## config.mk

```make
export PLATFORM = sky130hd
export DESIGN_NAME = mbist_sequencer
export DESIGN_NICKNAME = d
export VERILOG_FILES = /design/src/rtl/mbist_sequencer.sv
export SDC_FILE = /design/constraint.sdc
export NUM_CORES = 1
export LEC_CHECK = 0
export CORE_ASPECT_RATIO = 0.8
export CORE_UTILIZATION = 45
export DETAILED_ROUTE_END_ITERATION = 16
export PLACE_DENSITY_LB_ADDON = 0.2
export SYNTH_ARGS = -nofsm -noshare
export SYNTH_HDL_FRONTEND = slang
export SYNTH_SLANG_ARGS = --single-unit
```

## constraint.sdc

```tcl
create_clock -name clk -period 4.13 [get_ports clk]
set_input_delay 1.239 -clock clk [delete_from_list [all_inputs] [get_ports clk]]
set_output_delay 1.239 -clock clk [all_outputs]
set_load 0.02 [all_outputs]
```

## src/rtl/mbist_sequencer.sv

```systemverilog
// rtl/mbist_sequencer.sv - MBIST session sequencer driving MarchC, MarchA and APNPSF in turn
module mbist_sequencer #(
    parameter int ADDR_WIDTH = 16,
    parameter int WDOG_WIDTH = 24
) (
    input  logic                  clk,
    input  logic                  rst_n,
    input  logic                  start,
    input  logic [2:0]            algo_sel,
    output logic                  marchc_en,
    output logic                  marcha_en,
    output logic                  apnpsf_en,
    input  logic                  marchc_complete,
    input  logic                  marcha_complete,
    input  logic                  apnpsf_complete,
    input  logic                  error,
    input  logic                  force_terminate,
    output logic                  busy,
    output logic                  done,
    output logic                  pass,
    output logic [2:0]            fail_algo,
    output logic                  aborted,
    output logic                  timeout,
    output logic [ADDR_WIDTH-1:0] error_count
);

    typedef enum logic [1:0] {
        IDLE   = 2'd0,
        SELECT = 2'd1,
        RUN    = 2'd2,
        FINISH = 2'd3
    } state_t;

    // The watchdog trips on the cycle it would step onto all-ones.
    localparam logic [WDOG_WIDTH-1:0] WDOG_LAST = {{(WDOG_WIDTH-1){1'b1}}, 1'b0};
    localparam logic [ADDR_WIDTH-1:0] COUNT_MAX = '1;

    state_t                  state;
    logic [2:0]              pending;
    logic [WDOG_WIDTH-1:0]   wdog;
    logic [2:0]              active;
    logic [2:0]              completes;
    logic [2:0]              lowest;
    logic                    hit;

    // Enables are one-hot and in bit order of algo_sel, so they double as the active-algorithm mask.
    assign active    = {apnpsf_en, marcha_en, marchc_en};
    assign completes = {apnpsf_complete, marcha_complete, marchc_complete};
    assign hit       = |(active & completes);

    // Isolate the lowest set pending bit: MarchC first, then MarchA, then APNPSF.
    always_comb begin
        lowest = pending & (~pending + 3'd1);
    end

    // Session control: state, enables, verdict and error bookkeeping, all registered.
    always_ff @(posedge clk or negedge rst_n) begin
        if (!rst_n) begin
            state       <= IDLE;
            pending     <= 3'b000;
            wdog        <= '0;
            marchc_en   <= 1'b0;
            marcha_en   <= 1'b0;
            apnpsf_en   <= 1'b0;
            busy        <= 1'b0;
            done        <= 1'b0;
            pass        <= 1'b0;
            fail_algo   <= 3'b000;
            aborted     <= 1'b0;
            timeout     <= 1'b0;
            error_count <= '0;
        end else begin
            done <= 1'b0;
            case (state)
                IDLE: begin
                    if (start) begin
                        pending     <= algo_sel;
                        fail_algo   <= 3'b000;
                        aborted     <= 1'b0;
                        timeout     <= 1'b0;
                        error_count <= '0;
                        pass        <= 1'b0;
                        busy        <= 1'b1;
                        state       <= SELECT;
                    end
                end
                SELECT: begin
                    wdog <= '0;
                    if (pending != 3'b000) begin
                        {apnpsf_en, marcha_en, marchc_en} <= lowest;
                        state <= RUN;
                    end else begin
                        done  <= 1'b1;
                        pass  <= (fail_algo == 3'b000) && !aborted && !timeout;
                        state <= FINISH;
                    end
                end
                RUN: begin
                    wdog <= wdog + WDOG_WIDTH'(1);
                    // Errors are charged to the running algorithm, including on its completing cycle.
                    if (error) begin
                        fail_algo <= fail_algo | active;
                        if (error_count != COUNT_MAX) begin
                            error_count <= error_count + ADDR_WIDTH'(1);
                        end
                    end
                    if (force_terminate) begin
                        aborted <= 1'b1;
                        {apnpsf_en, marcha_en, marchc_en} <= 3'b000;
                        done  <= 1'b1;
                        pass  <= 1'b0;
                        state <= FINISH;
                    end else if (hit) begin
                        {apnpsf_en, marcha_en, marchc_en} <= 3'b000;
                        pending <= pending & ~active;
                        state   <= SELECT;
                    end else if (wdog == WDOG_LAST) begin
                        timeout <= 1'b1;
                        {apnpsf_en, marcha_en, marchc_en} <= 3'b000;
                        done  <= 1'b1;
                        pass  <= 1'b0;
                        state <= FINISH;
                    end
                end
                FINISH: begin
                    busy  <= 1'b0;
                    state <= IDLE;
                end
                default: begin
                    state <= IDLE;
                end
            endcase
        end
    end

endmodule

```

Word-level counts from Yosys, hierarchy flattened
Cells that the tools add are included.
{"block": "totals", "word_cells": 106, "ff_bits": 56, "output_inout_bits": 27, "in_bits": 11}
{"block": "classes", "bitwise_logic": 6, "muxes": 45, "n_eq_ne": 18, "n_addsub": 3, "n_reduce_logical": 21}
{"operator": "$mux 16", "n": 3}
{"operator": "$pmux 24 s2", "n": 1}
{"operator": "$pmux 16 s2", "n": 1}
{"operator": "$add 24x1->24 const B", "n": 1}
{"operator": "$eq 24x24->1 const B", "n": 1}
{"operator": "$mux 1", "n": 20}
{"operator": "$ne 2x2->1 const B", "n": 10}
{"operator": "$add 16x1->16 const B", "n": 1}
{"operator": "$ne 16x16->1 const B", "n": 1}
{"operator": "$mux 3", "n": 5}
{"operator": "$pmux 1 s2", "n": 7}
{"operator": "$pmux 3 s2", "n": 2}
{"operator": "$reduce_and 5->1", "n": 2}
{"operator": "$and 3x3->3", "n": 3}
{"operator": "$reduce_and 3->1", "n": 3}
{"operator": "$mux 2", "n": 4}
{"operator": "$pmux 2 s4", "n": 1}
{"operator": "$reduce_and 4->1", "n": 2}
{"operator": "$ne 3x3->1 const B", "n": 2}
{"operator": "$not 3->3", "n": 2}
{"operator": "$reduce_bool 2->1", "n": 3}
{"operator": "$reduce_bool 3->1", "n": 2}
{"operator": "$eq 2x2->1 const B", "n": 2}
{"operator": "$ne 4x4->1 const B", "n": 1}
{"operator": "other kinds (10)", "n": 13}

Depth between registers and ports, before layout
{"block": "depth", "word_depth": 5, "ltp_mapped": 8, "mapped_depth_nobuf": 7}

Worst setup path after synthesis
OpenSTA, ideal clock, no wires.
{"block": "synth_timing", "kind": "input to register", "start": "input port marchc_complete", "end": "register apnpsf_en", "arrival_time_ps": 2348, "path_stages": 4, "path_slack_ps": 1654, "setup_time_ps": 128, "path_buffers": 0, "required_time_ps": 4002, "path_cell_list": "a222oi_1 -> nand2_1 -> o211ai_2 -> mux2_1"}
{"block": "synth_between", "elab_chain_len": 5, "elab_cells_between_ends": 7, "cone_classes": "eq/ne (1); mux (3); bitwise (1); reduce/logical (2)"}
{"element": "start: declaration", "line": "13", "text": "input logic marchc_complete,"}
{"element": "$and 3x3->3 *", "line": "49", "text": "assign hit = |(active & completes);"}
{"element": "$reduce_or 3->1 *", "line": "49"}
{"element": "$mux 1", "line": "113", "text": "end else if (hit) begin"}
{"element": "$mux 1", "line": "107", "text": "if (force_terminate) begin"}
{"element": "$pmux 1 s2", "line": "74", "text": "case (state)"}
{"element": "end signal: assignment", "line": "90", "text": "{apnpsf_en, marcha_en, marchc_en} <= lowest;"}
{"element": "end: declaration", "line": "12", "text": "output logic apnpsf_en,"}
Mark *: on every way between the ends. The rest lies on a longest branch, timed or not.
A chain may end at the register's enable or synchronous reset.

Worst setup path after layout
{"block": "layout_timing", "start": "input port marchc_complete", "end": "register marcha_en"}
{"block": "layout_between", "elab_chain_len": 5, "elab_cells_between_ends": 7, "cone_classes": "eq/ne (1); mux (3); bitwise (1); reduce/logical (2)"}
{"element": "$and 3x3->3 *", "line": "49"}
{"element": "$reduce_or 3->1 *", "line": "49"}
{"element": "$mux 1", "line": "113"}
{"element": "$mux 1", "line": "107"}
{"element": "$pmux 1 s2", "line": "74"}
{"element": "end signal: assignment", "line": "90"}
{"element": "end: declaration", "line": "11", "text": "output logic marcha_en,"}
Marks and branches as above.

==> impl_metrics.toml <==
[detailed_routing]
detail_route.wirelength_um = 6490
via_per_inst = 5.47
first_iteration_detailed_routing_drc_count = 129
ant_nets = 0
drt_drc_violations_left = 0
wire_per_inst_um = 15.2
routed-via-count = 2329
drt_first_pass_iters = 4

[floorplan]
floorplan.initialDensity_pct = 46.7
placementRows = 26
die_w_um = 93.0
coreArea_um2 = 6380
die_area_um2 = 6950
die_h_um = 74.8
io_pins = 38

[cts]
cts_tree = "done"
clock_sinks = 56
clkTransAtPathRegs_ps = 100
cts-hold-fix-buffers = 0
post-cts-setup-buffers = 0
number_of_clock_buffers_inserted_by_tritoncts = 5
clkLatencyLatePin_ps = 320
cts_buffer_depth = 2
h-tree-depth = 2
ctsRootBufferMaster = "clkbuf_8"
post_cts_resized = 0

[worst_setup_path]
cp.arrival_ps = 3030
critPathLaunchType = "input pin"
critical_path.cell_chain = "clkdlybuf4s50_1 > a222oi_1 > nand2_1 > o211ai_2 > mux2_1"
critical_path.max_stage_delay_ps = 580
critical_path_required_ps = 4330
cp_top_family = "compound AO/OA/AOI/OAI gates"
critPathSlowestCell = "a222oi_1"
timing.critical_path.fanout_max = 4
cp.buffers_inverters = 1
worst-setup-path-type = "input pin to flip-flop"
setup.worst_path.end_class = "flip-flop"

[placement]
gpl.final_weighted_congestion = 0.804
detailed_place_hpwl_um = 4640
io_buffer_count = 37
placedCellCount = 418

[yosys]
synth_area_leaders = "dfrtp_1 (47%), xor2_1 (6.2%), nor2_1 (4.8%)"
synth.most_common_cell = "dfrtp_1"
synth_top_area_cell = "dfrtp_1"
synth_top_cell_area_share_pct = 47.0
register_area_share_after_synthesis_pct = 47.0
syn_area_um2 = 2980
synth_cell_types = 54
synth-edff-count = 0
synthesis.instances = 304
ys_async_sr_fraction_pct = 100
ys.warnings.count = 0
flop_and_latch_count_out_of_synthesis = 56
synth.top_cells.by_count = "dfrtp_1 (56), nor2_1 (38), nand2_1 (28)"
synth_top_flop_cell = "dfrtp_1"
synth.net_count = 322
synth.avg_cell_area_um2 = 9.80

[global_routing]
grt_util_all_layers_pct = 19.8
grt_remaining_overflow = 0
via_count_of_the_first_global_routing_pass = 2159
pin_count_of_the_biggest_net_entering_global_routing = 48
initial_antenna_violation_count = 0
global_route_wire_length_before_repair_um = 10800

[sta]
measured_slew_at_the_worst_slew_check_pin_ps = 1030
fin_crit_sh_pct = 68.6
slew-limit-headroom_pct = 31.4
worst_clock_skew_ps = 8.53
min_period_ps = 2830
finalHoldViolCount = 0
setup_viol = 0
maxClockFrequency_mhz = 353
slew_violations = 0
grt_setup_unrepaired = "false"
setup_tns_ps = 0

[outcome]
run_status = "finished, final reports clean"

[power]
pwr-share-comb_pct = 40.0
power_report.internal_total_uw = 1090
lkg_pwr_uw = 0.00157
netSwitchingFraction_pct = 38.8
vdd.ir_drop.worst_v = 0.000231
power.share.clock_pct = 20.5
net_switching_power_uw = 690
share_seq_of_total_power_pct = 39.5
power_density_nw_per_um2 = 503

[run]
number_of_max_cap_violations = 0

[layout]
num_antenna_cells = 0
share_of_post_route_cells_with_drive_strength_above_1_pct = 7.89
fin_nets = 359
finish.cell_count_without_fillers = 426
area_growth_syn_to_layout_pct = 18.7

[worst_hold_path]
hold_path.class = "flip-flop to flip-flop"
[state kept, by name (all words and copies together) (netlist names)]
name,cells
pending,3
wdog,24
aborted,1
marchc_en,1
done,1
apnpsf_en,1
marcha_en,1
pass,1
timeout,1
error_count,16
state,2
busy,1
fail_algo,3
[power groups by stage]
stage	registers, uW	clock network [uW]	logic, uW
2_1_floorplan	743	0	439
3_3_place_gp	710	0	705
3_5_place_dp	712	0	710
4_1_cts	702	372	712
5_1_grt	710	397	786
6_report	703	364	712
[placed cells by master (no fill, tap or decap), types with 2 or more instances in the layout]
cell type	instances
buf_4	3
nor2b_1	4
xor2_1	21
o21ai_0	15
mux2_1	3
clkbuf_8	5
nor2_1	38
nand2b_1	2
nor3_1	7
a21oi_1	14
or3_1	3
clkdlybuf4s50_1	36
mux2i_1	3
and3_1	9
a31o_1	2
inv_1	8
and4_1	4
xnor2_1	5
and2_4	2
nand4_1	12
ha_1	7
a31oi_1	3
nor4_4	2
a211oi_1	4
dfrtp_1	56
nand2_1	28
nand3_1	15
[worst register-to-register path: stages (launching register included)]
cell	delay, ps
dfrtp_1	480
inv_1	120
ha_1	540
and3_1	290
nand4bb_1	330
o21ai_1	350
mux2_2	370
[logic make-up after synthesis]
group / Yosys count / share of synthesized area [%]
AOI/OAI and AO/OA: 50 / 10.6
xor gates and xnor gates: 26 / 7.64
adders and majority gates: 7 / 2.94
buffers and inverters: 18 / 2.60
DFF: 56 / 47.0
muxes: 8 / 3.02
and+or+nand+nor: 139 / 26.1
[metrics by stage]
| step | hold slack, ps | instance area [um2] | utilization [%] | setup slack (ps) | power (uW) |
|---|---|---|---|---|---|
| finish | 546 | 3540 | 55.5 | 1300 | 1780 |
| global route | 583 | 3540 | 55.5 | 1200 | 1890 |
| CTS | 549 | 3540 | 55.5 | 1290 | 1790 |
| detailed placement | 526 | 3420 | 53.7 | 972 | 1420 |
| global placement | 515 | 3420 | 53.7 | 1060 | 1410 |
| floorplan | 485 | 2980 | - | 1650 | 1180 |
[path summary, 6_finish.rpt]
| kind | to | start | depth (start not counted) | slack, ps |
|---|---|---|---|---|
| min in group asynchronous | pending[2] | rst_n | 1 | 1100 |
| max in group asynchronous | error_count[14] | rst_n | 2 | 2300 |
| setup / recovery | marcha_en | marchc_complete | 5 | 1300 |
| hold reg to reg | wdog[15] | wdog[15] | 2 | 550 |
| hold / removal | wdog[15] | wdog[15] | 2 | 550 |
| setup reg to reg | error_count[0] | state[0] | 6 | 1540 |
[layer usage]
metal,global-route usage [%],share of wire [%],vias to the layer above
li1,-,-,1148
met1,31.0,54,1134
met2,27.3,42,42
met3,5.15,4.0,5
met4,4.44,0.85,0
met5,0,0,-
[area by class of cell]
cell class / count / area, um2
clock buffer: 5 / 68.8
clock inverter: 3 / 42.5
fill: 598 / 2840
inverter: 8 / 30.0
multi-input combinational: 230 / 1500
sequential: 56 / 1400
tap: 84 / 105
timing repair buffer: 40 / 388
(Power assumes the default switching activity.)
